$ cat src/rtl/mc_cpu_pkg.sv
// Shared constants and types for the multi-cycle control unit.
// Opcode/ALU encodings, FSM states, PC source codes and decode bundle.
package mc_cpu_pkg;

  localparam logic [3:0] OP_ADD  = 4'h0;
  localparam logic [3:0] OP_ADDI = 4'h1;
  localparam logic [3:0] OP_OR   = 4'h2;
  localparam logic [3:0] OP_AND  = 4'h3;
  localparam logic [3:0] OP_XOR  = 4'h4;
  localparam logic [3:0] OP_NOR  = 4'h5;
  localparam logic [3:0] OP_SLL  = 4'h6;
  localparam logic [3:0] OP_ROT  = 4'h7;
  localparam logic [3:0] OP_BNE  = 4'h8;
  localparam logic [3:0] OP_LD   = 4'h9;
  localparam logic [3:0] OP_ST   = 4'hA;
  localparam logic [3:0] OP_JMP  = 4'hB;
  localparam logic [3:0] OP_NOP  = 4'hC;

  localparam logic [2:0] ALU_ADD = 3'd0;
  localparam logic [2:0] ALU_OR  = 3'd1;
  localparam logic [2:0] ALU_AND = 3'd2;
  localparam logic [2:0] ALU_XOR = 3'd3;
  localparam logic [2:0] ALU_NOR = 3'd4;
  localparam logic [2:0] ALU_SLL = 3'd5;
  localparam logic [2:0] ALU_ROT = 3'd6;
  localparam logic [2:0] ALU_SUB = 3'd7;

  localparam logic [1:0] PC_INC = 2'b00;
  localparam logic [1:0] PC_BR  = 2'b01;
  localparam logic [1:0] PC_JMP = 2'b10;

  typedef enum logic [2:0] {
    S_FETCH  = 3'd0,
    S_DECODE = 3'd1,
    S_EXEC   = 3'd2,
    S_MEM    = 3'd3,
    S_WB     = 3'd4,
    S_TRAP   = 3'd5
  } state_t;

  typedef struct packed {
    logic [2:0] alu;
    logic       rtype;
    logic       addi;
    logic       ld;
    logic       st;
    logic       bne;
    logic       jmp;
    logic       nop;
    logic       illegal;
  } ctrl_t;

endpackage

$ cat src/rtl/mc_cu_decode.sv
// Combinational opcode decoder producing the control bundle.
// Opcodes 0xD-0xF flag illegal.
module mc_cu_decode
  import mc_cpu_pkg::*;
(
  input  logic [3:0] opcode,
  output ctrl_t      ctrl
);

  always_comb begin
    ctrl     = '0;
    ctrl.alu = ALU_ADD;
    unique case (1'b1)
      opcode == OP_ADD:  ctrl.rtype = 1'b1;
      opcode == OP_ADDI: ctrl.addi  = 1'b1;
      opcode == OP_OR: begin
        ctrl.rtype = 1'b1;
        ctrl.alu   = ALU_OR;
      end
      opcode == OP_AND: begin
        ctrl.rtype = 1'b1;
        ctrl.alu   = ALU_AND;
      end
      opcode == OP_XOR: begin
        ctrl.rtype = 1'b1;
        ctrl.alu   = ALU_XOR;
      end
      opcode == OP_NOR: begin
        ctrl.rtype = 1'b1;
        ctrl.alu   = ALU_NOR;
      end
      opcode == OP_SLL: begin
        ctrl.rtype = 1'b1;
        ctrl.alu   = ALU_SLL;
      end
      opcode == OP_ROT: begin
        ctrl.rtype = 1'b1;
        ctrl.alu   = ALU_ROT;
      end
      opcode == OP_BNE: begin
        ctrl.bne = 1'b1;
        ctrl.alu = ALU_SUB;
      end
      opcode == OP_LD:  ctrl.ld  = 1'b1;
      opcode == OP_ST:  ctrl.st  = 1'b1;
      opcode == OP_JMP: ctrl.jmp = 1'b1;
      opcode == OP_NOP: ctrl.nop = 1'b1;
      default:          ctrl.illegal = 1'b1;
    endcase
  end

endmodule

$ cat src/rtl/mc_control_unit.sv
// Multi-cycle CPU control unit: FSM, opcode latch, retire counter.
// Define MC_CU_ILLEGAL_TRAP_EN to trap on illegal opcodes.
module mc_control_unit
  import mc_cpu_pkg::*;
#(
  parameter int INSTR_W  = 16,
  parameter int ALUCTL_W = 4,
  parameter int CNT_W    = 16
) (
  input  logic                clk,
  input  logic                rst_n,
  input  logic [INSTR_W-1:0]  instr,
  input  logic                instr_valid,
  output logic                instr_ready,
  input  logic                zero,
  input  logic                mem_ack,
  output logic                mem_req,
  output logic                memwrite,
  output logic                memtoreg,
  output logic                alusrc,
  output logic                regdst,
  output logic                regwrite,
  output logic                ir_we,
  output logic                pc_we,
  output logic [1:0]          pc_src,
  output logic [ALUCTL_W-1:0] alucontrol,
  output logic                trap,
  output logic [CNT_W-1:0]    instr_cnt,
  output logic [2:0]          state
);

  state_t     st_q;
  state_t     st_d;
  logic [3:0] op_q;
  logic [3:0] op_in;
  ctrl_t      c;
  logic       retire;
  logic [2:0] alu3;
  logic       unused_instr;

  assign op_in        = instr[INSTR_W-1 -: 4];
  assign unused_instr = ^instr[INSTR_W-5:0];
  assign state        = st_q;

  mc_cu_decode u_dec (
    .opcode (op_q),
    .ctrl   (c)
  );

  always_ff @(posedge clk or negedge rst_n) begin
    if (!rst_n) begin
      st_q      <= S_FETCH;
      op_q      <= OP_NOP;
      instr_cnt <= '0;
    end else begin
      st_q <= st_d;
      if (st_q == S_FETCH && instr_valid)
        op_q <= op_in;
      if (retire)
        instr_cnt <= instr_cnt + CNT_W'(1);
    end
  end

  always_comb begin
    st_d   = st_q;
    retire = 1'b0;
    unique case (st_q)
      S_FETCH:
        if (instr_valid) st_d = S_DECODE;
      S_DECODE:
        if (c.nop || c.jmp) begin
          st_d   = S_FETCH;
          retire = 1'b1;
        end else if (c.illegal) begin
`ifdef MC_CU_ILLEGAL_TRAP_EN
          st_d = S_TRAP;
`else
          st_d   = S_FETCH;
          retire = 1'b1;
`endif
        end else begin
          st_d = S_EXEC;
        end
      S_EXEC:
        if (c.bne) begin
          st_d   = S_FETCH;
          retire = 1'b1;
        end else if (c.ld || c.st) begin
          st_d = S_MEM;
        end else begin
          st_d = S_WB;
        end
      S_MEM:
        if (mem_ack) begin
          st_d   = c.st ? S_FETCH : S_WB;
          retire = c.st;
        end
      S_WB: begin
        st_d   = S_FETCH;
        retire = 1'b1;
      end
      S_TRAP:  st_d = S_TRAP;
      default: st_d = S_FETCH;
    endcase
  end

  // FETCH outputs are gated by rst_n so reset forces every strobe low
  always_comb begin
    instr_ready = 1'b0;
    ir_we       = 1'b0;
    pc_we       = 1'b0;
    pc_src      = PC_INC;
    mem_req     = 1'b0;
    memwrite    = 1'b0;
    memtoreg    = 1'b0;
    alusrc      = 1'b0;
    regdst      = 1'b0;
    regwrite    = 1'b0;
    alu3        = ALU_ADD;
    unique case (st_q)
      S_FETCH: begin
        instr_ready = rst_n;
        ir_we       = rst_n & instr_valid;
        pc_we       = rst_n & instr_valid;
      end
      S_DECODE: begin
        alu3 = c.alu;
        if (c.jmp) begin
          pc_we  = 1'b1;
          pc_src = PC_JMP;
        end
      end
      S_EXEC: begin
        alu3   = c.alu;
        regdst = c.rtype;
        alusrc = c.addi | c.ld | c.st;
        if (c.bne && !zero) begin
          pc_we  = 1'b1;
          pc_src = PC_BR;
        end
      end
      S_MEM: begin
        alu3     = c.alu;
        mem_req  = 1'b1;
        alusrc   = 1'b1;
        memwrite = c.st;
      end
      S_WB: begin
        alu3     = c.alu;
        regwrite = 1'b1;
        memtoreg = c.ld;
        regdst   = c.rtype;
      end
      default: ;
    endcase
  end

  assign alucontrol = ALUCTL_W'(alu3);

`ifdef MC_CU_ILLEGAL_TRAP_EN
  assign trap = (st_q == S_TRAP);
`else
  assign trap = 1'b0;
`endif

endmodule

$ cat config.mk
export PLATFORM = sky130hd
export DESIGN_NAME = mc_control_unit
export DESIGN_NICKNAME = d
export VERILOG_FILES = /design/src/rtl/mc_cpu_pkg.sv /design/src/rtl/mc_cu_decode.sv /design/src/rtl/mc_control_unit.sv
export SDC_FILE = /design/constraint.sdc
export NUM_CORES = 1
export LEC_CHECK = 0
export CORE_MARGIN = 4
export CORE_UTILIZATION = 35
export DETAILED_ROUTE_END_ITERATION = 10
export PLACE_DENSITY_LB_ADDON = 0.08
export SLEW_MARGIN = 20
export SYNTH_ARGS = -nofsm -noshare
export SYNTH_HDL_FRONTEND = slang
export SYNTH_HIERARCHICAL = 1
export SYNTH_SLANG_ARGS = --single-unit
$ cat constraint.sdc
create_clock -name clk -period 4.1 [get_ports clk]
set_input_delay 0.82 -clock clk [delete_from_list [all_inputs] [get_ports clk]]
set_output_delay 0.82 -clock clk [all_outputs]
set_load 0.01 [all_outputs]
# After elaboration in Yosys (flattened, before gate mapping)

Index checks and enable logic that the tools add are counted.

Bitwise operators: 3
Equal/unequal tests: 19
Add/sub/neg operators: 1
Reductions and logical operators: 12
Mux-type cells: 36

Operator list:

| operator                                            | count |
|---|---|
| two-way mux 1 bit                                   | 21 |
| one-hot mux 3 bit (7 select lines)                  | 1 |
| equality test 4 bit, second input constant          | 5 |
| two-way mux 3 bit                                   | 6 |
| adder 16 x 1 -> 16 bit, second input constant       | 1 |
| equality test 4 x 3 -> 1 bit, second input constant | 4 |
| one-hot mux 3 bit (5 select lines)                  | 1 |
| OR reduction 13 bit                                 | 1 |
| equality test 4 x 2 -> 1 bit, second input constant | 2 |
| OR reduction 7 bit                                  | 1 |
| equality test 3 x 2 -> 1 bit, second input constant | 2 |
| equality test 3 bit, second input constant          | 2 |
| two-way mux 2 bit                                   | 3 |
| equality test 4 x 1 -> 1 bit, second input constant | 1 |
| logical NOT 4 bit                                   | 1 |
| inequality test 2 bit, second input constant        | 2 |
| one-hot mux 1 bit (4 select lines)                  | 1 |
| one-hot mux 2 bit (2 select lines)                  | 1 |
| OR reduction 4 bit                                  | 1 |
| equality test 3 x 1 -> 1 bit, second input constant | 1 |
| logical NOT 3 bit                                   | 1 |
| one-hot mux 1 bit (3 select lines)                  | 1 |
| logical AND 1 bit                                   | 2 |
| logical OR 1 bit                                    | 2 |
| 6 further kinds                                     | 7 |

Logic and storage cells: 74
Output and inout bits: 35
Bits of input ports: 21
Register bits after elaboration: 23

# Logic depth before layout (Yosys ltp)

Gate-level depths: netlist (run 1).

Word-level depth: 6
Mapped depth: 9
Mapped depth without buffers: 7

# By module

The synthesis (run 1) kept the hierarchy.

Modules (own cells, without submodules):

| module          | sequential area each (um^2) | cells each | instances | area an instance (um^2) |
|---|---|---|---|---|
| mc_control_unit | 578.1                       | 117        | 1         | 1266.2 |
| mc_cu_decode    | 0.0                         | 24         | 1         | 156.4 |

# Least setup slack after synthesis (run 1)

No wires, ideal clock.

Kind: flip-flop to output port
From: register op_q[2]
To: output pc_we
Slack: 1.458 ns
Arrival: 1.822 ns
Data required time: 3.280 ns
Path buffers: 1
Cell stages (with the launch flop): 6
Cells stage by stage: dfstp_2 -> buf_6 -> or4b_4 -> inv_1 -> nor4b_1 -> or3_1

RTL lines:

| what                   | RTL line              | text |
|---|---|---|
| start, declared        | mc_control_unit.sv:34 | `logic [3:0] op_q;` |
| start signal, assigned | mc_control_unit.sv:58 | `op_q <= op_in;` |
| end, declared          | mc_control_unit.sv:24 | `output logic pc_we,` |

==> summary.md, run 1 <==
| Metric | Value |
|---|---|
| Status | finished clean |
| Final Net Count | 200 |
| Worst setup startpoint | op_q[3] |
| Post-synthesis instance area | approximately 0.0014 mm2 |
| Ratio of total power to cell area | approximately 610 mW/mm2 |
| Worst IR Drop VDD | between 0.2 and 0.3 mV |
| Post-layout min period | about 3.4 ns |
| All-Layer GR Usage | between 10 and 15% |
| Placement Setup Slack | about 0.86 ns |
| CTS tree | yes |
| Most frequently used cell type in the post-synthesis netlist | sky130_fd_sc_hd__dfrtp_1 |
| HP Class | reg2reg |
| Proportion of total power due to net switching | between 40% and 50% |
| Startpoint of the worst-slack reg-to-reg timing path | op_q[1] |
| Overall via count from detail_route | between 1000 and 1500 |
| Initial Utilization | between 30% and 40% |
| # resized after CTS | 0 |
| Part of the power in the clock network | between 10% and 20% |
| Final critical-path setup slack | about 0.71 ns |
| Area post-placement | 0.00184 mm2 |
| Final worst path period share | just over 80% |
| First-pass detailed-route iteration total | 4 |
| Kind of launch point of the worst setup path | flip-flop |
| Setup repair after global routing missed its margin | false |
| Clock input transition at the sequential cells of the worst setup and hold paths | 0.08 ns |
| Placement Rows | 22 |
| Fraction of synthesized cell area taken by the top area cell type | a little under two fifths |
| Chip height | between 70 and 80 um |
| CTS sink cnt | 23 |
| Termination of the worst setup path | pc_we |
| Cell count of the worst reg-to-reg path | 5 |
| Internal power summed over all cells | just under 700 uW |
| Setup Buffers After CTS | 0 |
| Most common library cells after synthesis | sky130_fd_sc_hd__dfrtp_1 (21), sky130_fd_sc_hd__xnor2_1 (14), sky130_fd_sc_hd__and3_1 (9) |
| Number of failing setup endpoints in the final timing report | 0 |
| Initial DRC count | 68 |
| Worst-margin pin slew | 0.662 ns |
| Sequential-to-total area share from yosys stat | 40.6% |
| Number of antenna violations at the first check in global routing | 0 |
| Endpoint type of the worst setup path | output pin |
| Total instance count after detailed placement | about 220 |
| Data required, critical path | between 3 and 4 ns |
| Register share of total power | a little over a third |
| Worst flop-to-flop path endpoint | instr_cnt[1] |
| Final instance count without filler cells | between 200 and 250 |
| Average instance area after synthesis | around 10 um2 |
| Max Clock Skew | between 0.0015 and 0.002 ns |
| # Max-Cap Violations | 0 |
| Routed Wire Length | between 3000 and 4000 um |
| Ports | between 50 and 60 |
| Maximum buffer depth of the clock tree | 2 |
| Core Util, Final | about half |
| Post-route cell area | approximately 0.0019 mm2 |
| Diodes inserted | 0 |
| Count of distinct cell types in the synthesized netlist | 48 |
| Number of hold violations in the final report | 0 |
| Routed wire per std cell | between 10 and 15 um |
| Worst max-slew margin expressed relative to the limit | 55.3% |
| Achievable clock frequency | 295 MHz |
| Ranking of synthesized cells by area | sky130_fd_sc_hd__dfrtp_1 (37%), sky130_fd_sc_hd__xnor2_1 (8.6%), sky130_fd_sc_hd__and3_1 (4.0%) |
| Count of pins over their slew limit | 0 |
| Count of port buffers added during placement | just over 40 |
| CTS H-tree depth | 1 |
| Critical path class | reg2out |
| Total CTS buffers | 3 |
| Wire length of the first global-routing pass | approximately 5800 um |
| Library cell occupying the most area in the post-synthesis netlist | sky130_fd_sc_hd__dfrtp_1 |
| Number of routed nets with antenna violations | 0 |
| Setup slack of the most critical reg-to-reg path | 1.72 ns |
| Yosys reg bits | 23 |
| Per-cell via count in the routed design | approximately 5.2 |
| Clock latency reported for the late side of the worst-skew pair | around 0.26 ns |
| Ratio of cells with drive above 1 in the final layout | between 10% and 20% |
| Cells after Synth | around 140 |
| DRC violations left | 0 |
| Min Hold Slack | between 0.4 and 0.5 ns |
| Weighted congestion at the end of routability-driven global placement | approximately 0.75 |
| Power spent charging and discharging nets | around 460 uW |
| Post-DP HPWL | approximately 2500 um |
| Power share of the combinational group | 51.2% |
| Number of buffers inserted by hold repair at cts | 0 |
| Total die area | 0.00515 mm2 |
| Asr flop ratio synth | between 90% and 100% |
| Total gr overflow | 0 |
| Horizontal extent of the die | roughly 72 um |
| Yosys warns | 6 |
| Core Box Area | roughly 0.0038 mm2 |
| Maximum fanout count along the critical path | 13 |
| Synth-to-layout area growth | 32.4% |
| Worst endpoint data arrival time | around 2.6 ns |
| Pin count of the biggest net entering global routing | 25 |
| Power consumption | 1.14 mW |
| Vias in the first global route | about 1100 |
| EDFF count, synth | 0 |
| Static leakage power | a little over 0.8 nW |
| Commonest register cell after synthesis | sky130_fd_sc_hd__dfrtp_1 |
| TNS Setup | 0 ns |
| Buffer type at the clock tree root | sky130_fd_sc_hd__clkbuf_8 |
[metal layers]
layer	up-vias	wire (um)	GRT usage [%]
li1	570	-	-
met1	563	1610	19.4
met2	28	1560	21.8
met3	2	180	3.65
met4	0	14	1.88
met5	-	0	0
[layout by cell type, fill, tap and decap left out, drive strengths merged, types with 2 or more instances in the layout]
cell	synthesis	layout
a21oi	4	4
and2	7	7
and3	9	9
clkbuf	3	3
clkdlybuf4s50	0	41
conb	1	2
dfrtp	21	21
dfstp	2	2
inv	4	4
mux2	5	5
nand2	6	6
nand3	3	3
nand4	10	10
nor2	8	8
nor2b	2	2
nor3	5	5
o21ai	4	4
or3	2	2
or4b	2	2
xnor2	14	14
xor2	2	2
[worst min path at each step]
stage | slack [ns] | cells after the start | from | endpoint
final | 0.47 | 1 | instr_cnt[15] | instr_cnt[15]
after floorplan | 0.50 | 1 | op_q[0] | op_q[0]
after detailed placement | 0.47 | 1 | instr_cnt[15] | instr_cnt[15]
after global routing | 0.50 | 1 | instr_cnt[15] | instr_cnt[15]
after CTS | 0.48 | 1 | instr_cnt[15] | instr_cnt[15]
after global placement | 0.46 | 1 | instr_cnt[15] | instr_cnt[15]
[cell type report]
cell class                      count  area, um2
Clock buffer                        3       41.3
Clock inverter                      1       5.00
Fill cell                         375       1920
Inverter                            4       15.0
Multi-Input combinational cell    104        766
Sequential cell                    23        578
Tap cell                           48       60.1
Timing Repair Buffer               42        418
[cell families (layout without fill, tap and decap cells)]
logic type	count (synthesis)	count (layout)	synth area share, %
multiplexers	6	6	4.66
AND/OR/NAND/NOR	65	65	31.0
other	1	2	0.264
flip-flops	23	23	40.6
buffers and inverters	15	50	5.80
AO/OA/AOI/OAI	14	14	6.86
XOR/XNOR	16	16	9.85
adder cells (fa/ha/maj)	1	1	0.879
[state kept, by name, indices dropped and copies added, names as in the netlist]
| register | cells |
|---|---|
| instr_cnt | 16 |
| op_q | 4 |
| state | 3 |
[worst max-delay path: stages (launching register included)]
cell,delay (ns)
sky130_fd_sc_hd__dfstp_2,0.65
sky130_fd_sc_hd__or4b_4,0.50
sky130_fd_sc_hd__inv_1,0.13
sky130_fd_sc_hd__nor4b_1,0.33
sky130_fd_sc_hd__or3_1,0.17
sky130_fd_sc_hd__clkdlybuf4s50_1,0.53
[power groups by stage]
| stage | logic (mW) | registers (mW) | clock network, mW |
|---|---|---|---|
| floorplan | 0.432 | 0.364 | 0 |
| global placement | 0.581 | 0.417 | 0 |
| detailed placement | 0.590 | 0.422 | 0 |
| CTS | 0.592 | 0.417 | 0.146 |
| global route | 0.642 | 0.441 | 0.159 |
| finish | 0.584 | 0.417 | 0.140 |
Power figures use the tool's default switching activity.
==> inputs of run 2 (changes only) <==
- clock period: 4.1 -> 3.5 ns (I/O delays scaled with it)
==> summary.md, run 2 (synthesis results as in run 1) <==
| Metric | Value |
|---|---|
| Status | finished clean |
| Weighted congestion at the end of routability-driven global placement | 0.772 (+3.6%) |
| WHS Path Cells | 1 (unchanged) |
| Clock input transition at the sequential cells of the worst setup and hold paths | 0.08 ns (about the same) |
| DRC violations left | 0 (unchanged) |
| Worst endpoint data arrival time | 2.56 ns (about the same) |
| Clock latency reported for the late side of the worst-skew pair | 0.26 ns (about the same) |
| TNS Setup | 0 ns (unchanged) |
| Core Box Area | 0.00380 mm2 (unchanged) |
| Ratio of cells with drive above 1 in the final layout | 13.0% (unchanged) |
| Total CTS buffers | 3 (unchanged) |
| Min Hold Slack | 0.470 ns (-0.000333 ns) |
| Maximum fanout count along the critical path | 13 (unchanged) |
| Setup repair after global routing missed its margin | false |
| First-pass detailed-route iteration total | 4 (unchanged) |
| HP Class | reg2reg |
| Max Clock Skew | 0.00408 ns (+0.00221 ns) |
| Total gr overflow | 0 (unchanged) |
| Pin count of the biggest net entering global routing | 25 (unchanged) |
| Achievable clock frequency | 307 MHz |
| Flip-flop count of the largest register after layout | 16 (unchanged) |
| Total die area | 0.00515 mm2 (unchanged) |
| Most crowded layer after global routing | met2 |
| Worst flop-to-flop path endpoint | instr_cnt[1] |
| Count of pins over their slew limit | 0 (unchanged) |
| Worst max-slew margin expressed relative to the limit | 55.8% (+0.48 points) |
| Final worst path period share | 93.1% |
| Initial Utilization | 37.5% (unchanged) |
| Kind of launch point of the worst setup path | flip-flop |
| Chip height | 71.8 um (unchanged) |
| Cell count of the worst reg-to-reg path | 5 (unchanged) |
| Final critical-path setup slack | 0.241 ns (-0.467 ns) |
| Setup Buffers After CTS | 0 (unchanged) |
| Vias in the first global route | 1176 (+2.9%) |
| # Max-Cap Violations | 0 (unchanged) |
| Number of routed nets with antenna violations | 0 (unchanged) |
| Number of failing setup endpoints in the final timing report | 0 (unchanged) |
| Most common cell after layout, fill and taps aside | sky130_fd_sc_hd__clkdlybuf4s50_1 |
| Worst-margin pin slew | 0.655 ns (-0.00708 ns) |
| Routed Wire Length | 3370 um (unchanged) |
| Horizontal extent of the die | 71.8 um (unchanged) |
| Startpoint of the worst-slack reg-to-reg timing path | op_q[3] |
| Setup slack of the most critical reg-to-reg path | 1.12 ns (-0.60 ns) |
| Post-DP HPWL | 2530 um (about the same) |
| Worst Hold End | instr_cnt[15] |
| CTS H-tree depth | 1 (unchanged) |
| Met3 track demand over resource in global routing | 3.65% (unchanged) |
| Number of buffers inserted by hold repair at cts | 0 (unchanged) |
| Overall via count from detail_route | 1174 (+0.95%) |
| Endpoint type of the worst setup path | output pin |
| Data required, critical path | 2.80 ns (-0.48 ns) |
| Top register by number of flip-flops | instr_cnt |
| Static leakage power | 0.816 nW (unchanged) |
| # resized after CTS | 0 (unchanged) |
| Maximum buffer depth of the clock tree | 2 (unchanged) |
| Diodes inserted | 0 (unchanged) |
| Most frequent cells in the layout | sky130_fd_sc_hd__clkdlybuf4s50_1 (41), sky130_fd_sc_hd__dfrtp_1 (21), sky130_fd_sc_hd__xnor2_1 (14), sky130_fd_sc_hd__and3_1 (9), sky130_fd_sc_hd__nor2_1 (8) |
| Initial DRC count | 79 (+16%) |
| Met1 Resource Use GR | 18.2% (-1.3 points) |
| Routed wire per std cell | 15.0 um (unchanged) |
| Placement Setup Slack | 0.510 ns (-0.349 ns) |
| Fraction of met2 tracks used by global routing | 21.6% (-0.20 points) |
| Critical path class | reg2out |
| Placement Rows | 22 (unchanged) |
| Number of hold violations in the final report | 0 (unchanged) |
| Synth-to-layout area growth | 32.4% (unchanged) |
| Worst IR Drop VDD | 0.358 mV (+21%) |
| Beginning of the worst hold path | instr_cnt[15] |
| Number of antenna violations at the first check in global routing | 0 (unchanged) |
| CTS tree | yes |
| All-Layer GR Usage | 13.4% (-0.41 points) |
| Post-layout min period | ~3.3 ns |
| Per-cell via count in the routed design | 5.22 (+0.95%) |
| Count of port buffers added during placement | 41 (unchanged) |
| Ratio of total power to cell area | 709 mW/mm2 (+17%) |
| Wire length of the first global-routing pass | 5600 um (-3.4%) |
| Final Net Count | 200 (unchanged) |
| Buffer type at the clock tree root | sky130_fd_sc_hd__clkbuf_8 |
| Ports | 56 (unchanged) |
| CTS sink cnt | 23 (unchanged) |
[run 2: worst max-delay path by stage]
stage                  from           to  cells past startpoint
floorplan           op_q[2]        pc_we                      5
global placement      rst_n  instr_ready                      4
detailed placement    rst_n  instr_ready                      4
CTS                 op_q[3]        pc_we                      5
global route        op_q[3]        pc_we                      5
finish              op_q[3]        pc_we                      5
[run 2: power by group]
group / internal [mW] / switching, mW / leakage, nW
clock: 0.0794 / 0.0833 / 0.0255
combinational: 0.375 / 0.308 / 0.491
sequential: 0.344 / 0.146 / 0.299
total: 0.798 / 0.537 / 0.816
[run 2: per-layer routing]
layer / part of all wire, % / wire length [um] / vias to the layer above
met5: 0 / 0 / -
met4: 0.83 / 28 / 0
met3: 4.8 / 163 / 4
met2: 46 / 1570 / 27
met1: 48 / 1610 / 577
li1: - / - / 566
[run 2: per-stage QoR]
| step | power [mW] | utilization, % | area [um2] | std cells |
|---|---|---|---|---|
| floorplan | 0.932 | - | 1430 | 142 |
| global placement | 1.17 | 48.4 | 1840 | 221 |
| detailed placement | 1.18 | 48.4 | 1840 | 221 |
| CTS | 1.35 | 49.6 | 1880 | 225 |
| global route | 1.44 | 49.6 | 1880 | 225 |
| finish | 1.34 | 49.6 | 1880 | 225 |
[run 2: final cells by class]
type | count | area (um2)
clock buffer | 3 | 41.3
inverter | 4 | 15.0
clock inverter | 1 | 5.00
timing repair buffer | 42 | 418
sequential | 23 | 578
fill | 366 | 1920
multi-input combinational | 104 | 766
tap | 48 | 60.1
[run 2: worst max-delay path: stages (launching register included)]
cell,delay [ns]
sky130_fd_sc_hd__dfstp_2,0.66
sky130_fd_sc_hd__or4b_4,0.50
sky130_fd_sc_hd__inv_1,0.14
sky130_fd_sc_hd__nor4b_1,0.31
sky130_fd_sc_hd__or3_1,0.16
sky130_fd_sc_hd__clkdlybuf4s50_1,0.54
==> inputs of run 3 (changes only) <==
- CTS_CLUSTER_DIAMETER: unset -> 80
- DONT_BUFFER_PORTS: unset -> 1
==> summary.md, run 3 (synthesis results as in run 1) <==
| Metric | Value |
|---|---|
| Endpoint type of the worst setup path | output pin |
| Routed Wire Length | 3150 um (-6.7%) |
| Count of port buffers added during placement | 0 (-100%) |
| Critical path's largest stage delay | 0.65 ns (about the same) |
| Number of antenna violations at the first check in global routing | 0 (unchanged) |
| Status | finished clean |
| Total CTS buffers | 3 (unchanged) |
| Wire length of the first global-routing pass | 5330 um (-4.9%) |
| Post-layout min period | 2.84 ns (-0.419 ns) |
| Routed wire per std cell | 17.1 um (+14%) |
| Static leakage power | 0.666 nW (-18%) |
| Number of failing setup endpoints in the final timing report | 0 (unchanged) |
| Worst IR Drop VDD | 0.271 mV (-24%) |
| Overall via count from detail_route | 1018 (-13%) |
| Achievable clock frequency | 352 MHz (+15%) |
| Flip-flop count of the largest register after layout | 16 (unchanged) |
| Top delay family on crit path | simple AND/OR/NAND/NOR gates |
| Max Clock Skew | 0.000803 ns (-0.00328 ns) |
| Final Net Count | 159 (-21%) |
| Vias in the first global route | 1041 (-11%) |
| Ratio of cells with drive above 1 in the final layout | 16.9% (+3.9 points) |
| Most frequent cells in the layout | sky130_fd_sc_hd__dfrtp_1 (21), sky130_fd_sc_hd__xnor2_1 (14), sky130_fd_sc_hd__and3_1 (9), sky130_fd_sc_hd__nor2_1 (8), sky130_fd_sc_hd__and2_1 (7) |
| Placement Rows | 22 (unchanged) |
| DRC violations left | 0 (unchanged) |
| Critical path cell sequence | or4b_4 > inv_1 > nor4b_1 > buf_4 > or3_1 |
| Setup Buffers After CTS | 0 (unchanged) |
| Kind of launch point of the worst setup path | flip-flop |
| # Max-Cap Violations | 0 (unchanged) |
| CTS H-tree depth | 1 (unchanged) |
| Ratio of total power to cell area | 787 mW/mm2 (+11%) |
| Maximum buffer depth of the clock tree | 2 (unchanged) |
| Most common cell after layout, fill and taps aside | sky130_fd_sc_hd__dfrtp_1 |
| Total die area | 0.00515 mm2 (unchanged) |
| Data required, critical path | 2.80 ns (about the same) |
| HP Class | in2async |
| Clock input transition at the sequential cells of the worst setup and hold paths | 0.08 ns (about the same) |
| Chip height | 71.8 um (unchanged) |
| Ports | 56 (unchanged) |
| Synth-to-layout area growth | 3.69% |
| Per-cell via count in the routed design | 5.53 (+6.0%) |
| First-pass detailed-route iteration total | 4 (unchanged) |
| Diodes inserted | 0 (unchanged) |
| Horizontal extent of the die | 71.8 um (unchanged) |
| Total instance count after detailed placement | 180 (-19%) |
| Count of pins over their slew limit | 0 (unchanged) |
| Core Box Area | 0.00380 mm2 (unchanged) |
| Worst-path cell with the longest stage delay | sky130_fd_sc_hd__dfstp_2 |
| Buffer type at the clock tree root | sky130_fd_sc_hd__clkbuf_8 |
| Number of buffer and inverter instances along the worst setup path | 2 (unchanged) |
| Final worst path period share | 81.1% (-12 points) |
| Critical path class | reg2out |
| Weighted congestion at the end of routability-driven global placement | 0.753 (-2.6%) |
| Total gr overflow | 0 (unchanged) |
| Count of fill cells added during filler insertion | 405 (+11%) |
| Initial DRC count | 74 (-6.3%) |
| CTS sink cnt | 23 (unchanged) |
| All-Layer GR Usage | 12.9% (-0.56 points) |
| Worst max-slew margin expressed relative to the limit | 52.4% (-3.4 points) |
| Worst-margin pin slew | 0.704 ns (+0.0497 ns) |
| Number of hold violations in the final report | 0 (unchanged) |
| Worst endpoint data arrival time | 2.14 ns (-0.42 ns) |
| Initial Utilization | 37.5% (unchanged) |
| Setup repair after global routing missed its margin | false |
| Top register by number of flip-flops | instr_cnt |
| CTS tree | yes |
| Number of buffers inserted by hold repair at cts | 0 (unchanged) |
| Core Util, Final | 38.8% (-11 points) |
| Final instance count without filler cells | 184 (-18%) |
| Post-route cell area | 0.00148 mm2 (-22%) |
| Post-DP HPWL | 2330 um (-7.9%) |
| Clock latency reported for the late side of the worst-skew pair | 0.26 ns (about the same) |
| Pin count of the biggest net entering global routing | 26 (+4.0%) |
| TNS Setup | 0 ns (unchanged) |
| Area post-placement | 0.00143 mm2 (-22%) |
| Maximum fanout count along the critical path | 13 (unchanged) |
| # resized after CTS | 0 (unchanged) |
| Number of routed nets with antenna violations | 0 (unchanged) |
[run 3: worst reg2reg max path: stages (launching register included)]
cell and delay, ns:
sky130_fd_sc_hd__dfrtp_1 0.57, sky130_fd_sc_hd__nor4bb_1 0.70, sky130_fd_sc_hd__nand3_1 0.14, sky130_fd_sc_hd__a21oi_1 0.21
sky130_fd_sc_hd__a311o_4 0.30, sky130_fd_sc_hd__mux2_2 0.38
[run 3: metal layers]
| metal | vias up | GRT usage (%) | share of wire (%) |
|---|---|---|---|
| met1 | 503 | 17.8 | 45 |
| met5 | - | 0 | 0 |
| li1 | 486 | - | - |
| met2 | 27 | 20.1 | 48 |
| met4 | 0 | 1.88 | 0.41 |
| met3 | 2 | 4.07 | 6.3 |
[run 3: metrics by stage]
stage	hold WS, ns	setup slack [ns]	power, mW
after floorplan	0.404	0.978	0.932
after global placement	0.405	0.959	0.983
after detailed placement	0.405	0.938	1.01
after CTS	0.108	0.624	1.18
after global routing	0.0925	0.494	1.26
final	0.119	0.660	1.16
[run 3: area by class of cell]
type                       instances  area [um2]  share of cell area, %
inverter                           4        15.0                   1.02
tap                               48        60.1                   4.07
clock buffer                       3        41.3                   2.80
timing repair buffer               1        7.51                  0.509
multi-input combinational        104         766                   51.9
sequential                        23         578                   39.2
clock inverter                     1        7.51                  0.509
[run 3: final timing paths]
check / startpoint / to / slack [ns] / depth (start not counted)
min in group clk: instr_cnt[15] / instr_cnt[15] / 0.54 / 1
max reg2reg: op_q[1] / instr_cnt[1] / 1.10 / 5
max: op_q[3] / pc_we / 0.66 / 5
min reg2reg: instr_cnt[15] / instr_cnt[15] / 0.54 / 1
min: rst_n / instr_cnt[6] / 0.12 / 0
max in group asynchronous: rst_n / op_q[3] / 3.21 / 0
[run 3: where the power goes]
group	switching, mW	total [mW]	internal [mW]
combinational	0.251	0.472	0.221
clock	0.0881	0.169	0.0805
sequential	0.176	0.520	0.344
total	0.515	1.16	0.645
